===== src/rtl/if_id_buffer_if.sv =====
// Fetch/decode handshake bundle for the IF/ID buffer.
// master = fetch + decode side driving the buffer, slave = the buffer itself.
interface if_id_buffer_if #(
    parameter int XLEN  = 32,
    parameter int CNT_W = 16
);
    logic             in_valid;
    logic             in_ready;
    logic [XLEN-1:0]  in_pc;
    logic [XLEN-1:0]  in_inst;
    logic             flush;
    logic             out_valid;
    logic             out_ready;
    logic [XLEN-1:0]  out_pc;
    logic [XLEN-1:0]  out_pc4;
    logic [XLEN-1:0]  out_inst;
    logic [1:0]       occupancy;
    logic [CNT_W-1:0] stall_cnt;

    modport master (
        output in_valid, in_pc, in_inst, flush, out_ready,
        input  in_ready, out_valid, out_pc, out_pc4, out_inst, occupancy, stall_cnt
    );

    modport slave (
        input  in_valid, in_pc, in_inst, flush, out_ready,
        output in_ready, out_valid, out_pc, out_pc4, out_inst, occupancy, stall_cnt
    );
endinterface


===== src/rtl/if_id_buffer.sv =====
// Two-entry in-order IF/ID decoupling buffer with flush and saturating stall counter.
// Latency: an entry pushed at edge N is presented to decode after edge N.
// Backpressure: in_ready drops when both slots are held; it never looks at out_ready.
module if_id_buffer #(
    parameter int               XLEN     = 32,
    parameter logic [XLEN-1:0]  NOP_INST = '0,
    parameter int               CNT_W    = 16
) (
    input  logic           clk,
    input  logic           rst,
    if_id_buffer_if.slave  bus
);
    logic [XLEN-1:0]  slot_pc   [2];
    logic [XLEN-1:0]  slot_inst [2];
    logic             rd_ptr;
    logic             wr_ptr;
    logic [1:0]       count;
    logic [CNT_W-1:0] stall_q;
    logic             push;
    logic             pop;
    logic             stall;

    assign bus.in_ready  = (count != 2'd2);
    assign bus.out_valid = (count != 2'd0);

    assign push  = bus.in_valid  & bus.in_ready  & ~bus.flush;
    assign pop   = bus.out_valid & bus.out_ready & ~bus.flush;
    assign stall = bus.out_valid & ~bus.out_ready & ~bus.flush;

    always_ff @(posedge clk) begin
        if (rst) begin
            count  <= 2'd0;
            rd_ptr <= 1'b0;
            wr_ptr <= 1'b0;
        end else if (bus.flush) begin
            count  <= 2'd0;
            rd_ptr <= 1'b0;
            wr_ptr <= 1'b0;
        end else begin
            count <= count + {1'b0, push} - {1'b0, pop};
            if (push) wr_ptr <= ~wr_ptr;
            if (pop)  rd_ptr <= ~rd_ptr;
        end
    end

    // Slot contents need no reset: the empty case is masked on the outputs.
    always_ff @(posedge clk) begin
        if (push && !rst) begin
            slot_pc[wr_ptr]   <= bus.in_pc;
            slot_inst[wr_ptr] <= bus.in_inst;
        end
    end

    always_ff @(posedge clk) begin
        if (rst)
            stall_q <= '0;
        else if (stall && (stall_q != {CNT_W{1'b1}}))
            stall_q <= stall_q + 1'b1;
    end

    assign bus.out_pc    = bus.out_valid ? slot_pc[rd_ptr]   : '0;
    assign bus.out_inst  = bus.out_valid ? slot_inst[rd_ptr] : NOP_INST;
    assign bus.out_pc4   = bus.out_pc + XLEN'(4);
    assign bus.occupancy = count;
    assign bus.stall_cnt = stall_q;
endmodule


===== src/flat_wrapper.sv =====
// flat-port wrapper written by rule: the top's interface ports become plain ports
module if_id_buffer_flat 
#(
    parameter int               XLEN     = 32,
    parameter logic [XLEN-1:0]  NOP_INST = '0,
    parameter int               CNT_W    = 16
)
  (clk, rst, bus_in_valid, bus_in_pc, bus_in_inst, bus_flush, bus_out_ready, bus_in_ready, bus_out_valid, bus_out_pc, bus_out_pc4, bus_out_inst, bus_occupancy, bus_stall_cnt);
  if_id_buffer_if #(.XLEN(XLEN), .CNT_W(CNT_W)) bus_i ();
  input  logic clk;
  input  logic rst;
  input wire logic [$bits(bus_i.in_valid)-1:0] bus_in_valid;
  input wire logic [$bits(bus_i.in_pc)-1:0] bus_in_pc;
  input wire logic [$bits(bus_i.in_inst)-1:0] bus_in_inst;
  input wire logic [$bits(bus_i.flush)-1:0] bus_flush;
  input wire logic [$bits(bus_i.out_ready)-1:0] bus_out_ready;
  output wire logic [$bits(bus_i.in_ready)-1:0] bus_in_ready;
  output wire logic [$bits(bus_i.out_valid)-1:0] bus_out_valid;
  output wire logic [$bits(bus_i.out_pc)-1:0] bus_out_pc;
  output wire logic [$bits(bus_i.out_pc4)-1:0] bus_out_pc4;
  output wire logic [$bits(bus_i.out_inst)-1:0] bus_out_inst;
  output wire logic [$bits(bus_i.occupancy)-1:0] bus_occupancy;
  output wire logic [$bits(bus_i.stall_cnt)-1:0] bus_stall_cnt;
  assign bus_i.in_valid = bus_in_valid;
  assign bus_i.in_pc = bus_in_pc;
  assign bus_i.in_inst = bus_in_inst;
  assign bus_i.flush = bus_flush;
  assign bus_i.out_ready = bus_out_ready;
  assign bus_in_ready = bus_i.in_ready;
  assign bus_out_valid = bus_i.out_valid;
  assign bus_out_pc = bus_i.out_pc;
  assign bus_out_pc4 = bus_i.out_pc4;
  assign bus_out_inst = bus_i.out_inst;
  assign bus_occupancy = bus_i.occupancy;
  assign bus_stall_cnt = bus_i.stall_cnt;
  if_id_buffer #(.XLEN(XLEN), .NOP_INST(NOP_INST), .CNT_W(CNT_W)) u_core (.clk(clk), .rst(rst), .bus(bus_i));
endmodule

===== config.mk =====
export PLATFORM = sky130hd
export DESIGN_NAME = if_id_buffer_flat
export DESIGN_NICKNAME = d
export VERILOG_FILES = /design/src/rtl/if_id_buffer_if.sv /design/src/rtl/if_id_buffer.sv /design/src/flat_wrapper.sv
export SDC_FILE = /design/constraint.sdc
export NUM_CORES = 1
export LEC_CHECK = 0
export CORE_MARGIN = 2
export CORE_UTILIZATION = 48
export CTS_CLUSTER_SIZE = 14
export DETAILED_ROUTE_END_ITERATION = 12
export GPL_TIMING_DRIVEN = 0
export HOLD_SLACK_MARGIN = 0.08
export PLACE_DENSITY = 0.8
export SLEW_MARGIN = 20
export SYNTH_ARGS = -nofsm -noshare
export SYNTH_HDL_FRONTEND = slang
export SYNTH_SLANG_ARGS = --single-unit

===== constraint.sdc =====
create_clock -name clk -period 11.6 [get_ports clk]
set_clock_uncertainty 0.1 [all_clocks]
set_input_delay 1.74 -clock clk [delete_from_list [all_inputs] [get_ports clk]]
set_output_delay 1.74 -clock clk [all_outputs]
set_load 0.03 [all_outputs]

==> Word-level counts from Yosys, hierarchy flattened <==
Memories as Yosys holds them, arrays and structs flattened. A register that Yosys moved wholly into a read port is not among the register bits.
Cells that the tools add are included.
W data, S select, Z words.
{ "word_totals": {"memories": 2, "output_inout_bits": 116, "ff_bits": 20, "wordCells": 35, "in_bits": 69, "mem_bits_rw": 128} }
{ "mem_list": {"columns": ["memory", "depth", "word_bits", "read_ports", "rd_ports_with_merged_regs", "write_ports", "line_no", "text"], "rows": [
  ["u_core.slot_inst", 2, 32, 1, 1, 1, "if_id_buffer.sv:14", "logic [XLEN-1:0] slot_inst [2];"],
  ["u_core.slot_pc", 2, 32, 1, 1, 1, "if_id_buffer.sv:13", "logic [XLEN-1:0] slot_pc [2];"]
]} }
{ "op_classes": {"n_addsub": 4, "n_bitwise": 10, "n_eq_ne": 2, "muxes": 8, "n_reduce_logical": 5} }
{ "ops": {"columns": ["operator", "count"], "rows": [
  ["$mux W32", 2],
  ["$add A32 B3 Y32 const B", 1],
  ["$add A16 B1 Y16 const B", 1],
  ["$ne A16 B16 Y1 const B", 1],
  ["$and A1 B1 Y1", 6],
  ["$mux W1", 6],
  ["$not A1 Y1", 4],
  ["$add A2 B1 Y2", 1],
  ["$logic_and A1 B1 Y1", 2],
  ["$ne A2 B2 Y1 const B", 1],
  ["$reduce_bool A2 Y1", 1],
  ["$reduce_or A2 Y1", 1],
  ["$sub A2 B1 Y2", 1],
  ["$logic_not A1 Y1", 1]
]} }

==> Depth between registers and ports, before layout <==
Gate-level depths: netlist of run 1.
{ "depth": {"ltp_word": 6, "depth_mapped": 13, "mapped_depth_nobuf": 10} }

==> Worst setup path after synthesis of run 1 <==
No wires, ideal clock.
{ "synth_timing": {"kind": "input port to flip-flop", "start": "input port bus_flush", "end": "memory u_core.slot_inst[1][0] (enable)", "path_buffers": 1, "t_arrival_ps": 8636, "cell_stages": 2, "required_ps": 10834, "path_slack_ps": 2198, "setup_time_ps": 666, "path_cell_list": "clkbuf_1 > nor4b_1"} }
{ "synth_between": {"elab_chain_len": 5} }
{ "synth_lines": {"columns": ["element", "line_no", "text"], "rows": [
  ["start: declaration", "flat_wrapper.sv:15", "input wire logic [$bits(bus_i.flush)-1:0] bus_flush;"],
  ["$not A1 Y1", "if_id_buffer.sv:26", "assign push = bus.in_valid & bus.in_ready & ~bus.flush;"],
  ["$and A1 B1 Y1", "if_id_buffer.sv:26", null],
  ["$logic_and A1 B1 Y1", "if_id_buffer.sv:48", "if (push && !rst) begin"],
  ["$mux W1", "if_id_buffer.sv:48", null],
  ["$mux W1 (implied by the code)", "if_id_buffer.sv:50", "slot_inst[wr_ptr] <= bus.in_inst;"],
  ["end: declaration", "if_id_buffer.sv:14", null]
]} }
Every way passes these cells.

==> flow_summary.toml, run 1 <==
[grt]
overflow = 0
grt_pass1_vias = 4976
grt_pass1_wl_um = 25270
antenna_found_initial = 0
grt_max_degree = 17
grt.total_usage_pct = 22.54

[clock_network]
ctsHoldBuffers = 0
h-tree-depth = 4
cts_tree = "built"
clock_latency_ps = 420
cts_max_path_buffers = 2
cts_resized = 0
clock_sinks = 149
cts_root_buffer = "clkbuf_16"
post-cts-setup-buffer-count = 0
path_clk_slew_ps = 60
cts_buffers = 17

[synth]
ys_ff_latch = 149
yosysSeqAreaShare_pct = 63.20
yosys-top-cells-area = "edfxtp_1 (57%), mux2i_1 (9.3%), dfxtp_1 (6.2%), nor2_1 (3.8%), xor2_1 (3.4%)"
synth.cell_area_um2 = 6746
postSynthCellCount = 501
avgSynthCellArea_um2 = 13.47
synth_ff_type = "edfxtp_1"
ys_warn_count = 0
yosysMostFrequentCell = "edfxtp_1"
synth_cell_types = 50
synth_top_cell_by_area = "edfxtp_1"
synth_edf_count = 128
ys_top_cells_by_count = "edfxtp_1 (128), nor2_1 (69), mux2i_1 (63), xor2_1 (26), dfxtp_1 (21)"
async_flop_share_pct = 0
synth_nets = 574
synth_top_area_share_pct = 56.97

[detailed_routing]
antenna_left = 0
vias = 4858
drt_pre_antenna_iters = 5
routed_wl_um = 16510
wl_per_cell_um = 18.03
route.detailed.drc = 0
drt-vias-per-instance = 5.303
drt-initial-drc-count = 347

[sta]
fmax_mhz = 153.8
finalCritPeriodShare_pct = 56.04
rsz0062_at_grt = "no"
hold_viol_final = 0
tightest_slew_ps = 898.4
finalSetupViolCount = 0
maxSlewViolCount = 0
timing.slew.headroom_pct = 39.95
post-route-min-period_ps = 6501
tns_ps = 0

[layout]
areaGrowthSynthToFinish_pct = 41.75
nNetsFinal = 796
utilization_pct = 69.16
diodes = 0
layout-drive-gt1-share_pct = 13.04

[power]
p_leak_nw = 3.235
power_mw = 1.297
irDropWorstVdd_mv = 0.09346
p_per_area_nw_per_um2 = 135.6

[floorplanning]
die_y_um = 122.6
io_pins = 185
initial_core_util_pct = 48.79
coreArea_um2 = 13830
fp.dieW_um = 122.6
die_area_um2 = 15020
num_rows = 43

[hold_path]
hp-class = "flip-flop to flip-flop"

[critical_path]
slowest_stage = "clkdlybuf4s50_1"
max_stage_delay_ps = 710
crit_family = "buffers and inverters"
crit_buf_inv = 6
cp-end-kind = "primary output"
crit_required_ps = 9760
start_kind = "flip-flop"
worstSetupPathType = "flip-flop to primary output"
critPathArrivalTime_ps = 4660
crit_fanout = 10
crit_chain = "buf_6, buf_6, buf_4, buf_2, buf_4, mux2i_1, nor2_1, ha_1, o21ai_0, a211oi_4, nand4_1, nor4_1, xor2_1, clkdlybuf4s50_1"

[placement]
dpl.hpwl_um = 12440
finalWeightedCongestion = 0.8507
port_buffers = 183

[run_status]
status = "finished clean"

[job]
drv_cap = 0
## metal layers
layer	global-route usage, %	wire length (um)	up-vias
met5	0	0	-
met1	27.24	6854	2342
met3	4.786	800	33
met2	38.16	8359	176
li1	-	-	2307
met4	11.42	499	0
## layout make-up
type	instances	area [um^2]
flip-flops and latches	149	4264
plain buffers	26	171.4
inverters	9	33.78
fillers	991	4264
well taps	180	225.2
clock inverters	14	197.7
clock buffers	18	429.2
multi-input cells	317	2290
repair buffers	203	1952
## through the flow
step | worst slack [ps] | hold slack (ps) | instances | area, um^2
5_1_grt | 4798 | 438.8 | 916 | 9563
6_report | 5099 | 414.4 | 916 | 9563
3_3_place_gp | -1713 | 378.5 | 864 | 8803
2_1_floorplan | 2198 | 420.0 | 501 | 6746
4_1_cts | 5046 | 412.5 | 916 | 9563
3_5_place_dp | 5554 | 400.9 | 884 | 8936
## kinds of logic after synthesis
| family | Yosys count | share of synthesized area, % |
|---|---|---|
| buf+inv | 35 | 3.041 |
| compound gates | 40 | 4.507 |
| simple gates | 172 | 14.11 |
| flops | 149 | 63.20 |
| mux | 65 | 9.718 |
| fa+ha+maj | 4 | 0.7419 |
| xor+xnor | 36 | 4.674 |
## state kept, by name, summed over array words and instances (netlist names), named ones only
| signal | cells |
|---|---|
| u_core.slot_pc | 64 |
| u_core.slot_inst | 64 |
| u_core.bus.occupancy | 2 |
| u_core.rd_ptr | 1 |
| u_core.bus.stall_cnt | 16 |
| u_core.wr_ptr | 1 |
## worst paths after layout
path / slack [ps] / cells past startpoint / start / endpoint
worst max-delay path: 5100 / 14 / flip-flop / bus_out_pc4[14]
worst min register to register: 410 / 2 / u_core.bus.stall_cnt[5] / u_core.bus.stall_cnt[5]
worst max register to register: 8950 / 11 / u_core.bus.occupancy[1] / u_core.bus.occupancy[1]
worst min-delay path: 410 / 2 / u_core.bus.stall_cnt[5] / u_core.bus.stall_cnt[5]
## report_power, final
group / switching (mW) / internal [mW] / total [mW]
Sequential: 0.00365 / 0.592 / 0.596
Combinational: 0.0653 / 0.0540 / 0.119
Clock: 0.218 / 0.363 / 0.582
Total: 0.287 / 1.01 / 1.30
## tightest hold or removal path: stages, from the launching register on
cell and delay, ps:
dfxtp_1 330, o21ai_0 80, a21oi_1 60
## layout by cell type, fill, tap and decap left out, types with 5 or more instances in the layout
master             n
clkdlybuf4s50_1  183
edfxtp_1         128
nor2_1            69
mux2i_1           63
xor2_1            26
buf_2             22
dfxtp_1           21
nand2_1           18
nand3_1           17
clkbuf_16         17
buf_4             14
nor3_1            14
a21oi_1           12
o21ai_0           10
xnor2_1           10
inv_1              9
clkbuf_1           7
or3_1              7
nand4_1            5
nand3b_1           5
inv_6              5
Power figures use the tool's default switching activity.
==> inputs of run 2 (changes only) <==
--- a/config.mk
+++ b/config.mk
@@ -6,12 +6,12 @@
 export NUM_CORES = 1
 export LEC_CHECK = 0
 export CORE_MARGIN = 2
-export CORE_UTILIZATION = 48
+export CORE_UTILIZATION = 44
 export CTS_CLUSTER_SIZE = 14
 export DETAILED_ROUTE_END_ITERATION = 12
 export GPL_TIMING_DRIVEN = 0
 export HOLD_SLACK_MARGIN = 0.08
-export PLACE_DENSITY = 0.8
+export PLACE_DENSITY = 0.77
 export SLEW_MARGIN = 20
 export SYNTH_ARGS = -nofsm -noshare
 export SYNTH_HDL_FRONTEND = slang
==> constraint.sdc (replaced) <==
create_clock -name clk -period 5.35 [get_ports clk]
set_clock_uncertainty 0.1 [all_clocks]
set_input_delay 0.8025 -clock clk [delete_from_list [all_inputs] [get_ports clk]]
set_output_delay 0.8025 -clock clk [all_outputs]
set_load 0.03 [all_outputs]
==> flow_summary.toml, run 2 (synthesis gave the netlist of run 1 again) <==
[run_status]
status = "finished clean"

[layout]
fillCellCount = 1146
final_cell_mix = "clkdlybuf4s50_1 (177), edfxtp_1 (128), nor2_1 (69), mux2i_1 (63), xor2_1 (26)"
final_area_um2 = 9595
final_common_cell = "clkdlybuf4s50_1"
layout-drive-gt1-share_pct = 12.12
utilization_pct = 63.59
diodes = 0
nNetsFinal = 786
areaGrowthSynthToFinish_pct = 42.23

[sta]
finalCritPeriodShare_pct = 96.81
finalSetupViolCount = 0
maxSlewViolCount = 0
timing.slew.headroom_pct = 61.06
post-route-min-period_ps = 5179
rsz0062_at_grt = "no"
hold_viol_final = 0
fmax_mhz = 193.1
tightest_slew_ps = 567.9

[floorplanning]
coreArea_um2 = 15090
initial_core_util_pct = 44.71
num_rows = 45
die_area_um2 = 16340
fp.dieW_um = 127.8
die_y_um = 127.8
io_pins = 185

[hold_path]
hp-class = "flip-flop to flip-flop"
min_path_cells = 2
min_to = "u_core.bus.stall_cnt[14]"
hold_start = "u_core.bus.stall_cnt[14]"

[power]
irDropWorstVdd_mv = 0.1997
p_per_area_nw_per_um2 = 293.3
p_leak_nw = 3.303

[detailed_routing]
antenna_left = 0
drt-initial-drc-count = 290
routed_wl_um = 16520
drt-vias-per-instance = 5.270
wl_per_cell_um = 18.07
drt_pre_antenna_iters = 7
vias = 4817
route.detailed.drc = 0

[grt]
grt_pass1_wl_um = 25250
grt_max_degree = 20
grt.total_usage_pct = 20.33
overflow = 0
grt_pass1_vias = 4939
antenna_found_initial = 0

[clock_network]
cts_root_buffer = "clkbuf_16"
clock_latency_ps = 420
cts_tree = "built"
clock_sinks = 149
cts_max_path_buffers = 2
h-tree-depth = 4
path_clk_slew_ps = 60
cts_buffers = 17

[critical_path]
slowest_stage = "clkdlybuf4s50_1"
crit_required_ps = 4450
crit_fanout = 10
crit_family = "buffers and inverters"
crit_buf_inv = 5
crit_chain = "nor2_4, buf_2, buf_2, buf_2, buf_2, nor2_1, ha_1, o21ai_0, a211oi_4, nand4_4, and2b_2, xor2_1, clkdlybuf4s50_1"
rr_startpoint = "u_core.bus.occupancy[0]"
max_stage_delay_ps = 720
ff2ff_setup_slack_ps = 2810
r2r_cells = 8
path_common_cell = "buf_2"
worstSetupPathType = "flip-flop to primary output"
cp-end-kind = "primary output"
critPathArrivalTime_ps = 4280
start_kind = "flip-flop"
reg2reg_to = "u_core.slot_inst[0][21]"

[placement]
finalWeightedCongestion = 0.8093
dpl.hpwl_um = 12420
port_buffers = 183
placed_cell_area_um2 = 8960

[job]
drv_cap = 0
==> run 2: worst max path at each step <==
stage / startpoint / endpoint / slack, ps / cells after the start
finish: u_core.bus.occupancy[1] / bus_out_pc4[18] / 170 / 13
global route: u_core.bus.occupancy[1] / bus_out_pc4[18] / 10 / 13
CTS: u_core.bus.occupancy[1] / bus_out_pc4[24] / 8 / 13
detailed placement: flip-flop / bus_out_pc4[24] / 230 / 14
global placement: bus_in_valid / u_core.slot_inst[1][16] / -2090 / 3
floorplan: u_core.bus.occupancy[0] / u_core.slot_inst[1][0] / 110 / 4
==> run 2: what timing repair did <==
action | in CTS | in global routing
buffers inserted | 0 | 0
setup endpoints to repair | 8 | 7
hold buffers | 0 | 0
resized for setup | 1 | 6
pin swaps | 0 | 1
==> run 2: power breakdown <==
group	internal (mW)	switching (mW)	leakage (nW)	total (mW)
logic	0.118	0.143	1.67	0.261
registers	1.28	0.00830	1.33	1.29
clock network	0.785	0.477	0.301	1.26
==> run 2: tightest hold or removal path: stages (launching register included) <==
cell and delay [ps]:
dfxtp_1 330, o21ai_0 80, a21oi_1 60
==> run 2: metal layers <==
| layer | GRT usage, % | up-vias | wire (um) |
|---|---|---|---|
| li1 | - | 2293 | - |
| met1 | 24.24 | 2324 | 6826 |
| met2 | 35.17 | 171 | 8323 |
| met3 | 5.467 | 29 | 993 |
| met4 | 7.951 | 0 | 375 |
| met5 | 0 | - | 0 |
==> run 2: cell type report <==
type / count / area (um^2) / area share, %
Buffer: 24 / 158.9 / 1.656
Clock buffer: 17 / 425.4 / 4.433
Clock inverter: 15 / 202.7 / 2.112
Inverter: 9 / 33.78 / 0.3521
Multi-Input combinational cell: 317 / 2312 / 24.10
Sequential cell: 149 / 4264 / 44.44
Tap cell: 188 / 235.2 / 2.451
Timing Repair Buffer: 195 / 1963 / 20.46
==> run 2: stage by stage <==
step	total power [mW]	std cells	setup WS (ps)	TNS, ps	hold WS (ps)
5_1_grt	2.898	914	11.72	0	442.7
6_report	2.814	914	170.7	0	412.7
2_1_floorplan	1.441	501	105.8	0	420.0
4_1_cts	2.835	915	8.438	0	414.2
3_3_place_gp	1.569	872	-2086	-260920	375.6
3_5_place_dp	1.577	884	232.5	0	405.6
